[src/rtl/i2s_tx_ctrl.sv]
// CPU-fed left-justified I2S transmitter for the MAX9850: sample FIFO plus MCLK/BCLK/LRCLK/SDIN generation.
// Optional I2S_TX_HOLD_LAST_EN: an empty-FIFO frame load repeats the last popped frame instead of zeros.
module i2s_tx_ctrl #(
    parameter int FIFO_DEPTH_LOG2 = 4,
    parameter int BCLK_DIV_LOG2   = 3
) (
    input  logic                       clk,
    input  logic                       resetn,
    input  logic                       wr_valid,
    input  logic [31:0]                wr_data,
    output logic                       wr_ready,
    input  logic                       enable,
    input  logic                       mute,
    input  logic [FIFO_DEPTH_LOG2:0]   watermark,
    input  logic                       clr_underrun,
    output logic [FIFO_DEPTH_LOG2:0]   level,
    output logic                       underrun,
    output logic                       irq,
    output logic                       MCLK,
    output logic                       BCLK,
    output logic                       LRCLK,
    output logic                       SDIN
);

    localparam int DEPTH = 1 << FIFO_DEPTH_LOG2;
    localparam int LW    = FIFO_DEPTH_LOG2 + 1;
    localparam int CW    = BCLK_DIV_LOG2 + 6;

    typedef enum logic {
        S_IDLE = 1'b0,
        S_RUN  = 1'b1
    } state_t;

    state_t                     state_q;
    logic [CW-1:0]              cnt_q;
    logic [31:0]                shift_q;
    logic                       mclk_q;
    logic [LW-1:0]              level_q, level_d;
    logic [FIFO_DEPTH_LOG2-1:0] wr_ptr_q, rd_ptr_q;
    logic                       underrun_q, underrun_d;
    logic                       irq_q;
    logic [31:0]                mem [DEPTH];

    logic        cnt_max, bit_end;
    logic        load, fifo_empty, push, pop;
    logic [31:0] rd_entry, load_data;

`ifdef I2S_TX_HOLD_LAST_EN
    logic [31:0] last_q;
`endif

    // Write handshake: a word is taken on any clock where wr_valid && wr_ready;
    // wr_ready depends only on the registered level, never on wr_valid.
    assign wr_ready = (level_q != LW'(DEPTH));

    always_comb begin
        cnt_max    = &cnt_q;
        bit_end    = &cnt_q[BCLK_DIV_LOG2:0];
        load       = enable && ((state_q == S_IDLE) || cnt_max);
        fifo_empty = (level_q == '0);
        push       = wr_valid && wr_ready;
        pop        = load && !fifo_empty;
        rd_entry   = mem[rd_ptr_q];

        load_data = '0;
        if (!mute) begin
            if (pop) begin
                load_data = rd_entry;
            end else begin
`ifdef I2S_TX_HOLD_LAST_EN
                load_data = last_q;
`else
                load_data = '0;
`endif
            end
        end

        level_d = level_q;
        case ({push, pop})
            2'b10:   level_d = level_q + LW'(1);
            2'b01:   level_d = level_q - LW'(1);
            default: level_d = level_q;
        endcase

        // A set from an empty load wins over a same-cycle clear.
        underrun_d = underrun_q;
        if (load && fifo_empty) begin
            underrun_d = 1'b1;
        end else if (clr_underrun) begin
            underrun_d = 1'b0;
        end
    end

    // Frame sequencer; cnt wraps naturally from all-ones to zero on a reload.
    always_ff @(posedge clk or negedge resetn) begin
        if (!resetn) begin
            state_q <= S_IDLE;
            cnt_q   <= '0;
            shift_q <= '0;
        end else begin
            case (state_q)
                S_IDLE: begin
                    cnt_q <= '0;
                    if (enable) begin
                        shift_q <= load_data;
                        state_q <= S_RUN;
                    end else begin
                        shift_q <= '0;
                    end
                end
                S_RUN: begin
                    cnt_q <= cnt_q + CW'(1);
                    if (cnt_max) begin
                        if (enable) begin
                            shift_q <= load_data;
                        end else begin
                            shift_q <= '0;
                            state_q <= S_IDLE;
                        end
                    end else if (bit_end) begin
                        shift_q <= {shift_q[30:0], 1'b0};
                    end
                end
                default: begin
                    state_q <= S_IDLE;
                    cnt_q   <= '0;
                    shift_q <= '0;
                end
            endcase
        end
    end

    always_ff @(posedge clk or negedge resetn) begin
        if (!resetn) begin
            mclk_q     <= 1'b0;
            level_q    <= '0;
            wr_ptr_q   <= '0;
            rd_ptr_q   <= '0;
            underrun_q <= 1'b0;
            irq_q      <= 1'b0;
        end else begin
            mclk_q     <= ~mclk_q;
            level_q    <= level_d;
            underrun_q <= underrun_d;
            irq_q      <= enable && (level_d <= watermark);
            if (push) begin
                wr_ptr_q <= wr_ptr_q + 1'b1;
            end
            if (pop) begin
                rd_ptr_q <= rd_ptr_q + 1'b1;
            end
        end
    end

`ifdef I2S_TX_HOLD_LAST_EN
    always_ff @(posedge clk or negedge resetn) begin
        if (!resetn) begin
            last_q <= '0;
        end else if (pop) begin
            last_q <= rd_entry;
        end
    end
`endif

    // Storage is not reset; the pointers and level define which entries are valid.
    always_ff @(posedge clk) begin
        if (push) begin
            mem[wr_ptr_q] <= wr_data;
        end
    end

    assign level    = level_q;
    assign underrun = underrun_q;
    assign irq      = irq_q;
    assign MCLK     = mclk_q;
    assign BCLK     = cnt_q[BCLK_DIV_LOG2];
    assign LRCLK    = cnt_q[BCLK_DIV_LOG2+5];
    assign SDIN     = shift_q[31];

endmodule
[config.mk]
export PLATFORM = sky130hd
export DESIGN_NAME = i2s_tx_ctrl
export DESIGN_NICKNAME = d
export VERILOG_FILES = /design/src/rtl/i2s_tx_ctrl.sv
export SDC_FILE = /design/constraint.sdc
export NUM_CORES = 1
export LEC_CHECK = 0
export CAP_MARGIN = 15
export CORE_MARGIN = 4
export CORE_UTILIZATION = 68
export DETAILED_ROUTE_END_ITERATION = 8
export DONT_BUFFER_PORTS = 1
export HOLD_SLACK_MARGIN = 0.05
export PLACE_DENSITY = 0.84
export SLEW_MARGIN = 20
export SYNTH_ARGS = -nofsm -noshare
export SYNTH_HDL_FRONTEND = slang
export SYNTH_SLANG_ARGS = --single-unit
[constraint.sdc]
create_clock -name clk -period 9.25 [get_ports clk]
set_input_delay 0.925 -clock clk [delete_from_list [all_inputs] [get_ports clk]]
set_output_delay 0.925 -clock clk [all_outputs]
set_load 0.005 [all_outputs]
==> results of run 1 <==
-- cell usage after synthesis (all sizes together), types with 2 or more instances --
master,count
a21oi,33
o21ai,8
a21o,3
clkbuf,32
nand4,3
mux2i,5
xnor2,12
mux2,63
a211oi,2
and2,7
xor2,5
nand2,73
mux4,125
nor2,17
buf,29
dfrtp,58
ha,15
a221o,29
nor4b,2
inv,15
a22oi,3
nand3,5
o32ai,2
nor3,6
nand2b,7
edfxtp,512
nor2b,6
-- worst reg2reg max path: stages (launching register included) --
cell      delay (ns)
dfrtp_1         0.40
ha_1            0.21
nand3_1         0.08
buf_4           0.28
nor3_1          0.25
ha_1            0.19
nand2b_1        0.11
buf_4           0.48
o211ai_4        0.23
inv_1           0.20
ha_1            0.37
xor2_1          0.19
ha_1            0.21
a21o_1          0.12
nand2_1         0.06
a21o_1          0.18
a21oi_1         0.18
xor2_1          0.24
ha_1            0.28
nand3_1         0.07
o22ai_1         0.07
o21a_1          0.16
-- power by group through the flow --
stage	Clock, mW	Combinational (mW)	Sequential, mW
6_report	2.16	0.451	3.16
5_1_grt	2.30	0.480	3.18
4_1_cts	2.18	0.451	3.16
3_5_place_dp	0	0.435	3.21
3_3_place_gp	0	0.423	3.19
2_1_floorplan	0	0.284	3.17
-- kinds of logic after synthesis --
| group | after synthesis |
|---|---|
| muxes | 193 |
| adders and majority gates | 15 |
| buffers and inverters | 76 |
| xor gates and xnor gates | 17 |
| DFF | 570 |
| AOI/OAI and AO/OA | 90 |
| and+or+nand+nor | 131 |
-- state kept, by name, indices dropped and copies added, names as in the netlist --
| register | count |
|---|---|
| MCLK | 1 |
| cnt_q | 9 |
| irq | 1 |
| level | 5 |
| mem | 512 |
| rd_ptr_q | 4 |
| shift_q | 32 |
| state_q | 1 |
| underrun | 1 |
| wr_ptr_q | 4 |
-- what timing repair did --
item,in CTS,in global routing
setup buffers,0,0
endpoints found under the hold margin,58,0
hold buffers,1,0
-- per-stage QoR --
step | std cells | util (%) | total power, mW
floorplan | 1092 | - | 3.45
global route | 1602 | 76.0 | 5.96
detailed placement | 1500 | 70.5 | 3.64
CTS | 1602 | 76.0 | 5.80
finish | 1602 | 76.0 | 5.77
global placement | 1500 | 70.5 | 3.61
-- layer usage --
layer	track usage (%)	wire (um)	vias to the layer above
met2	45.4	24400	673
met4	9.49	1570	0
met3	5.10	4810	121
met5	0	0	-
li1	-	-	4499
met1	39.3	17700	5691
-- worst min-delay path by stage --
stage | start | endpoint | slack (ns) | cells after the start
final | resetn | shift_q[0] | 0.22 | 1
after global routing | resetn | shift_q[30] | 0.23 | 1
after CTS | resetn | shift_q[3] | 0.23 | 1
after detailed placement | MCLK | MCLK | 0.44 | 1
after global placement | MCLK | MCLK | 0.44 | 1
after floorplan | MCLK | MCLK | 0.42 | 1
-- area by class of cell --
| type | count | area, um^2 | area share, % |
|---|---|---|---|
| Tap cell | 442 | 553 | 2.24 |
| Sequential cell | 570 | 16800 | 68.1 |
| Clock buffer | 75 | 1500 | 6.07 |
| Inverter | 15 | 56.3 | 0.228 |
| Clock inverter | 26 | 235 | 0.952 |
| Timing Repair Buffer | 28 | 230 | 0.931 |
| Multi-Input combinational cell | 446 | 5300 | 21.5 |
==> summary.md, run 1 <==
| Metric | Value |
|---|---|
| Status | `completed` |
| Main combinational cell family by area after synthesis | `multiplexers` |
| Most common cell after layout, fill and taps aside | `edfxtp_1` |
| Logic pwr share | `7.8%` |
| Hold Fails Final Rpt | `0` |
| Root Buffer | `clkbuf_16` |
| Fin area | `about 25,000 um^2` |
| Final HPWL DP | `23.4 mm` |
| Number of flops mapped to enable cells by yosys | `512` |
| Synth Area in Simple Gates | `~2.7%` |
| Syn-to-layout area delta | `10.3%` |
| Hold WC Path Type | `in -> async` |
| Vias in the first global route | `11.6k` |
| Chip Width | `190 um` |
| Average wire per standard cell | `30.2 um` |
| Most frequent cells in the layout | `edfxtp_1, mux4_2, nand2_1` |
| Final wirelength | `slightly below 50 mm` |
| Initial drt markers | `1,546` |
| Htree depth | `2` |
| DR pass1 iterations | `5` |
| Min Hold Slack | `0.215 ns` |
| Worst setup EP type | `flop` |
| Xor and xnor area share after synthesis | `less than 1%` |
| Finish-stage setup viols | `0` |
| Slew Viols, Final | `0` |
| DP Area | `23,000 um^2` |
| Maximum root-to-sink buffer count | `3` |
| FF-to-FF Start | `cnt_q[0]` |
| Num rows | `66` |
| Vias per cell | `6.86` |
| Inserted Diodes | `0` |
| Yosys reg bits | `570` |
| CP cell instances | `ha_1, nand3_1, buf_4, nor3_1, ha_1, nand2b_1, buf_4, o211ai_4, inv_1, ha_1, xor2_1, ha_1, a21o_1, nand2_1, a21o_1, a21oi_1, xor2_1, ha_1, nand3_1, o22ai_1, o21a_1` |
| Synth warnings | `0` |
| Worst path required time | `9.71 ns` |
| Syn Inst Count | `~1.1k` |
| Post-synthesis mux area share | `15.9%` |
| CP delay by family, top | `adder cells` |
| Antenna violations before repair | `0` |
| Skew-Pair Late Insertion Delay | `0.58 ns` |
| Slew @ Worst Pin | `1.03 ns` |
| Power per cell area | `234 nW/um^2` |
| Top cell type by total area after synthesis | `edfxtp_1` |
| Final net count | `1,173` |
| Lkg Pwr | `between 8 and 9 nW` |
| Setup TNS | `0 ns` |
| Clock Skew | `between 0.015 and 0.02 ns` |
| CP max FO | `34` |
| Core area | `32,500 um^2` |
| Slowest stage delay, CP | `0.48 ns` |
| GRT overflow | `0` |
| Share of layout cells above drive strength 1 | `27.2%` |
| Total internal power | `4.46 mW` |
| Max Clock Freq | `approximately 0.21 GHz` |
| Mapped Area | `~22,000 um^2` |
| Yosys cell types | `47` |
| First-pass GRT wire length | `between 70 and 80 mm` |
| Crit. Startpoint | `cnt_q[0]` |
| Final worst path period share | `50.7%` |
| Ys async rst share | `approximately a tenth` |
| Worst reg2reg endpoint | `irq` |
| Die ar. | `35,900 um^2` |
| I/O pin count | `55` |
| Clock buffer count from CTS | `54` |
| Die Ht | `190 um` |
| Most common cell on crit path | `ha_1` |
| Post-Place Worst Slack | `4.66 ns` |
| Crit path time final | `4.69 ns` |
| Syn avg cell area | `20.5 um^2` |
| PortBufs | `0` |
| Buf+Inv Stages, Crit Path | `3` |
| Final ANT Viol Nets | `0` |
| Sw Pwr | `approximately 1.3 mW` |
| Most common flop cell mapped by yosys | `edfxtp_1` |
| Final WS setup | `4.56 ns` |
| Worst Path Arrival | `5.15 ns` |
| Seq/Total Area, Yosys | `75.1%` |
| CP Depth | `21` |
| Critical path class | `reg -> reg` |
| End of the critical path | `irq` |
| GR Util All Layers | `27.8%` |
| Worst-path clk slew | `0.06 ns` |
| Post-synthesis compound-gate area fraction | `2.98%` |
| FF-to-FF path depth | `21` |
| Synth top area cells | `edfxtp_1, mux4_2, dfrtp_1` |
| CTS tree | `built` |
| Max-Cap Viols | `0` |
| DR vias | `11.0k` |
| RSZ-0062 raised after global routing | `false` |
| Reg power frac | `54.8%` |
| # fillers | `1,692` |
| Adder-cell share of the synthesized area | `0.837%` |
| DRC | `0` |
| Crit path max-delay cell type | `buf_4` |
| Maximum vdd ir drop | `172 uV` |
| Largest net degree at the start of global routing | `a little under 70` |
| CTS Sinks | `570` |
| CTS resizes | `0` |
| Nature of the critical path startpoint | `flop` |
| Effective utilization at floorplan | `~70%` |
| Clock Power Share | `37.4%` |
| Placer Congestion | `0.758` |
| Yosys top cell area share | `between 60% and 70%` |
| Net Sw Frac | `22.8%` |
| Relative slew slack | `31.2%` |
| Syn_nets | `1,150` |
| Reg2Reg Setup Slack | `4.56 ns` |
Power figures use the tool's default switching activity.
==> run 2, diff against run 1 <==
--- a/config.mk
+++ b/config.mk
@@ -7,11 +7,11 @@
 export LEC_CHECK = 0
 export CAP_MARGIN = 15
 export CORE_MARGIN = 4
-export CORE_UTILIZATION = 68
+export CORE_UTILIZATION = 63
 export DETAILED_ROUTE_END_ITERATION = 8
 export DONT_BUFFER_PORTS = 1
 export HOLD_SLACK_MARGIN = 0.05
-export PLACE_DENSITY = 0.84
+export PLACE_DENSITY = 0.79
 export SLEW_MARGIN = 20
 export SYNTH_ARGS = -nofsm -noshare
 export SYNTH_HDL_FRONTEND = slang
==> constraint.sdc (replaced) <==
create_clock -name clk -period 4.6 [get_ports clk]
set_input_delay 0.46 -clock clk [delete_from_list [all_inputs] [get_ports clk]]
set_output_delay 0.46 -clock clk [all_outputs]
set_load 0.005 [all_outputs]
==> run 2 against run 1 <==
Critical path depth decreased by 2. Fmax increased by 23%. Highest routed layer is now met5. Via count is 1.1% higher. Clock power is 100% higher. Sequential power increased by 100%. Critical endpoint unchanged. Die area grew 7.6%. Worst setup slack lost 3.8 ns. Non-clock buffer count increased by 40. Largest cell class unchanged. Sequential share of layout area shrank 1.3 points. Clock skew fell by 0.00083 ns. Flip-flop and latch count did not move.
==> summary.md, run 2 (same netlist as run 1, synthesis figures left out) <==
| Metric | Value |
|---|---|
| Die ar. | `38,700 um^2` |
| Hold path depth | `2` |
| CP max FO | `9` |
| Most common cell after layout, fill and taps aside | `edfxtp_1` |
| Num rows | `68` |
| Min-delay src | `mute` |
| Grt peak-use layer | `met2` |
| Power per cell area | `463 nW/um^2` |
| CTS Sinks | `570` |
| Worst-path clk slew | `roughly 0.060 ns` |
| Final worst path period share | `between 80 and 90%` |
| Clock buffer count from CTS | `56` |
| First-pass GRT wire length | `72.0 mm` |
| Core area | `34,800 um^2` |
| DR pass1 iterations | `6` |
| Average wire per standard cell | `28.4 um` |
| Vias in the first global route | `approximately 12k` |
| Lkg Pwr | `8.29 nW` |
| Crit path time final | `3.80 ns` |
| DR vias | `between 10k and 15k` |
| Most frequent cells in the layout | `edfxtp_1, mux4_2, nand2_1` |
| Max Clock Freq | `0.263 GHz` |
| Maximum vdd ir drop | `393 uV` |
| Skew-Pair Late Insertion Delay | `0.58 ns` |
| PortBufs | `0` |
| Share of layout cells above drive strength 1 | `26.9%` |
| Global routing usage on met1 | `37.0%` |
| Htree depth | `2` |
| Relative slew slack | `between 20% and 30%` |
| CP cell instances | `ha_1, nand3_1, nor3_1, ha_1, nand2b_2, o211ai_4, inv_1, ha_1, xor2_1, ha_1, a21o_1, nand2_1, a21o_1, a21oi_1, xor2_1, ha_1, nand3_1, o22ai_1, o21a_1` |
| Final core occ | `72.5%` |
| Hold WC Path Type | `in -> reg` |
| CTS resizes | `0` |
| CP delay by family, top | `adder cells` |
| Critical path class | `reg -> reg` |
| Largest register by flop count | `mem` |
| Final wirelength | `approximately 47 mm` |
| Setup TNS | `0 ns` |
| Max-Cap Viols | `0` |
| Slew Viols, Final | `0` |
| DRC | `0` |
| Slowest stage delay, CP | `0.39 ns` |
| Status | `completed` |
| I/O pin count | `55` |
| Die Ht | `197 um` |
| Crit path max-delay cell type | `dfrtp_1` |
| Final ANT Viol Nets | `0` |
| Antenna violations before repair | `1` |
| CTS tree | `built` |
| Largest register FFs | `between 500 and 600` |
| FF-to-FF Start | `cnt_q[0]` |
| Root Buffer | `clkbuf_16` |
| Largest net degree at the start of global routing | `91` |
| Global routing usage on met2 | `39.6%` |
| Buf+Inv Stages, Crit Path | `1` |
| Worst hold endpoint | `shift_q[31]` |
| GRT overflow | `0` |
| Vias per cell | `6.70` |
| Slew @ Worst Pin | `~1.1 ns` |
| Worst path required time | `5.07 ns` |
| Maximum root-to-sink buffer count | `3` |
| Placer Congestion | `0.802` |
| Chip Width | `197 um` |
| Final net count | `1,215` |
| Fin area | `25,200 um^2` |
| GR Util All Layers | `25.0%` |
| CP Depth | `19` |
| Worst reg2reg endpoint | `irq` |
| Reg2Reg Setup Slack | `0.80 ns` |
| Finish-stage setup viols | `0` |
| Initial drt markers | `1,325` |
| FF-to-FF path depth | `19` |
| Largest regs | `mem: 512 flops, shift_q: 32 flops, cnt_q: 9 flops` |
| Effective utilization at floorplan | `64.4%` |
| Inserted Diodes | `0` |
| Syn-to-layout area delta | `12.5%` |
| Final HPWL DP | `approximately 24 mm` |
| Hold Fails Final Rpt | `0` |
| Clock Skew | `around 0.016 ns` |
| Worst setup EP type | `flop` |
| RSZ-0062 raised after global routing | `false` |
| Nature of the critical path startpoint | `flop` |
| Most common cell on crit path | `ha_1` |
| Worst Path Arrival | `between 4 and 5 ns` |
| DP Area | `23,000 um^2` |
| Met3 Resource Use GR | `roughly 4.4%` |
-- run 2: power breakdown --
| group | total (mW) | leakage, nW | internal [mW] | switching, mW |
|---|---|---|---|---|
| sequential | 6.35 | 5.38 | 6.16 | 0.188 |
| combinational | 0.966 | 2.06 | 0.321 | 0.645 |
| clock | 4.36 | 0.857 | 2.52 | 1.84 |
-- run 2: final cells by class --
type                            instances  area (um^2)
Sequential cell                       570        16800
Fill cell                            1901         9590
Multi-Input combinational cell        446         5310
Clock buffer                           70         1500
Timing Repair Buffer                   68          681
Tap cell                              455          569
Clock inverter                         33          268
Inverter                               15         56.3
-- run 2: how the worst max path moves through the flow --
stage / slack, ns / to / from
after CTS: 0.79 / irq / cnt_q[0]
final: 0.80 / irq / cnt_q[0]
after detailed placement: 0.82 / irq / cnt_q[0]
after floorplan: 0.70 / irq / cnt_q[0]
after global routing: 0.37 / irq / cnt_q[0]
after global placement: 0.92 / irq / level[1]
-- run 2: what timing repair did --
| item | 4_1_cts | 5_1_grt |
|---|---|---|
| hold buffers | 38 | 0 |
| setup buffers | 0 | 0 |
| endpoints found under the hold margin | 574 | 0 |
-- run 2: worst reg2reg max path: cells and delay by family (launching register included) --
| family | cells | cell delay [ns] |
|---|---|---|
| compound gates | 6 | 0.83 |
| xor+xnor | 2 | 0.42 |
| fa+ha+maj | 5 | 1.26 |
| buf+inv | 1 | 0.19 |
| flops | 1 | 0.39 |
| simple gates | 5 | 0.61 |
-- run 2: per-stage QoR --
| step | std cells | hold WS [ns] | setup WS, ns | total power [mW] |
|---|---|---|---|---|
| 6_report | 1657 | 0.0852 | 0.796 | 11.7 |
| 5_1_grt | 1657 | 0.0786 | 0.375 | 12.1 |
| 4_1_cts | 1656 | 0.0754 | 0.793 | 11.7 |
| 3_5_place_dp | 1515 | 0.166 | 0.816 | 7.31 |
| 3_3_place_gp | 1515 | 0.166 | 0.917 | 7.26 |
| 2_1_floorplan | 1092 | 0.164 | 0.702 | 6.94 |
-- run 2: routing by layer --
layer  vias up  part of all wire, %
li1       4584                    -
met1      5798                   39
met2       626                   49
met3        93                  9.5
met4         2                  2.6
met5         -                0.028
==> run 3, diff against run 2 <==
==> constraint.sdc (replaced) <==
create_clock -name clk -period 3.7 [get_ports clk]
set_input_delay 0.37 -clock clk [delete_from_list [all_inputs] [get_ports clk]]
set_output_delay 0.37 -clock clk [all_outputs]
set_load 0.005 [all_outputs]
==> run 3 against run 2 <==
Count of clock-buffer cells in the layout increased by 9. Core utilization is 0.29 points higher. Critical path type unchanged. Highest routed layer unchanged. Power increased by 23%. Critical endpoint unchanged. Flip-flop and latch count stayed put. Cell area increased by 0.41%. First-iteration DRC count decreased by 9.5%.
==> summary.md, run 3 (same netlist as run 1, synthesis figures left out) <==
| Metric | Value |
|---|---|
| Maximum vdd ir drop | `405 uV` |
| CP cell instances | `ha_2, nand3_1, nor3_2, ha_2, nand2b_2, o211ai_4, inv_2, ha_1, xor2_1, ha_2, a21o_1, nand2_1, a21o_1, a21oi_1, xor2_1, ha_1, nand3_1, o22ai_1, o21a_1` |
| Crit path max-delay cell type | `dfrtp_1` |
| Lkg Pwr | `8.29 nW` |
| Vias per cell | `around 6.7` |
| Most common cell after layout, fill and taps aside | `edfxtp_1` |
| Htree depth | `2` |
| PortBufs | `0` |
| Share of layout cells above drive strength 1 | `27.0%` |
| Hold WC Path Type | `in -> reg` |
| Die Ht | `~200 um` |
| Nature of the critical path startpoint | `flop` |
| DR pass1 iterations | `5` |
| Slew Viols, Final | `0` |
| GRT overflow | `0` |
| Vias in the first global route | `roughly 12k` |
| Placer Congestion | `a little over 0.8` |
| Crit path time final | `3.45 ns` |
| Final total power | `about 14 mW` |
| Die ar. | `38,700 um^2` |
| Final non-filler cell total | `around 1.7k` |
| Num rows | `68` |
| Status | `completed` |
| Max Clock Freq | `0.290 GHz` |
| Clock Skew | `0.0207 ns` |
| Largest net degree at the start of global routing | `64` |
| Skew-Pair Late Insertion Delay | `0.58 ns` |
| Final ANT Viol Nets | `0` |
| Final HPWL DP | `24.7 mm` |
| Final WS setup | `0.248 ns` |
| Chip Width | `197 um` |
| CTS tree | `built` |
| Critical path class | `reg -> reg` |
| Slowest stage delay, CP | `0.37 ns` |
| GR Util All Layers | `25.6%` |
| Post-Place Worst Slack | `0.182 ns` |
| Max-Cap Viols | `0` |
| Largest register FFs | `approximately 510` |
| Final worst path period share | `93.3%` |
| Most common cell on crit path | `ha_2` |
| Initial drt markers | `1,199` |
| Worst-path clk slew | `approximately 0.06 ns` |
| Hold Fails Final Rpt | `0` |
| Largest register by flop count | `mem` |
| Placed cells | `1,523` |
| Finish-stage setup viols | `0` |
| Final wirelength | `48.0 mm` |
| Slew @ Worst Pin | `0.969 ns` |
| Average wire per standard cell | `28.8 um` |
| Largest regs | `mem: 512 flops, shift_q: 32 flops, cnt_q: 9 flops` |
| DR vias | `11.2k` |
| Core area | `34,800 um^2` |
| Power per cell area | `567 nW/um^2` |
| Worst Path Arrival | `3.92 ns` |
| Maximum root-to-sink buffer count | `3` |
| Most frequent cells in the layout | `edfxtp_1, mux4_2, nand2_1` |
| First-pass GRT wire length | `73.5 mm` |
| Root Buffer | `clkbuf_16` |
| Antenna violations before repair | `6` |
| Effective utilization at floorplan | `64.4%` |
| Relative slew slack | `between 30% and 40%` |
| I/O pin count | `55` |
| Worst path required time | `between 4 and 5 ns` |
| Final net count | `1,222` |
| DRC | `0` |
| Clock buffer count from CTS | `55` |
| CP max FO | `6` |
| Worst setup EP type | `flop` |
| Syn-to-layout area delta | `12.9%` |
| CTS Sinks | `570` |
-- run 3: worst paths after layout --
| check | startpoint | to | slack, ns | cells past startpoint |
|---|---|---|---|---|
| setup reg to reg | cnt_q[0] | irq | 0.25 | 19 |
| hold / removal | enable | rd_ptr_q[1] | 0.09 | 3 |
| min in group asynchronous | resetn | shift_q[8] | 0.38 | 2 |
| setup / recovery | cnt_q[0] | irq | 0.25 | 19 |
| max in group asynchronous | resetn | rd_ptr_q[0] | 3.01 | 2 |
| hold reg to reg | MCLK | MCLK | 0.45 | 1 |
-- run 3: worst max-delay path, delay by kind of cell, from the launching register on --
| kind | cells | cell delay (ns) |
|---|---|---|
| AOI/OAI and AO/OA | 6 | 0.77 |
| xor gates and xnor gates | 2 | 0.39 |
| adders and majority gates | 5 | 1.10 |
| buffers and inverters | 1 | 0.11 |
| DFF | 1 | 0.37 |
| and+or+nand+nor | 5 | 0.59 |
-- run 3: per-layer routing --
layer / global-route usage, % / wire length, um
met2: 40.3 / 23600
met4: 7.70 / 1280
met1: 37.5 / 18500
met3: 5.21 / 4670
met5: 0 / 27
-- run 3: area by class of cell --
class / instances / area [um^2]
flip-flops and latches: 570 / 16800
fillers: 1905 / 9480
multi-input cells: 446 / 5350
clock buffers: 79 / 1480
repair buffers: 76 / 846
well taps: 455 / 569
clock inverters: 23 / 169
inverters: 15 / 56.3
diodes: 5 / 12.5
-- run 3: timing repair --
item	4_1_cts	5_1_grt
setup endpoints to repair	0	1
buffers inserted	0	1
hold endpoints to repair	576	0
hold buffers	38	0
gates resized for setup	0	8
-- run 3: report_power, final --
group,internal (mW),switching [mW]
combinational,0.447,0.853
sequential,7.65,0.243
clock,2.91,2.24
-- run 3: per-stage QoR --
step                util, %  cell area (um^2)  hold slack, ns  TNS [ns]
floorplan                 -             22400          0.0744   -0.0942
global placement       66.8             23200          0.0772         0
detailed placement     66.8             23200          0.0768         0
CTS                    72.6             25300           0.120         0
global route           72.7             25300           0.105   -0.0460
finish                 72.7             25300          0.0920         0
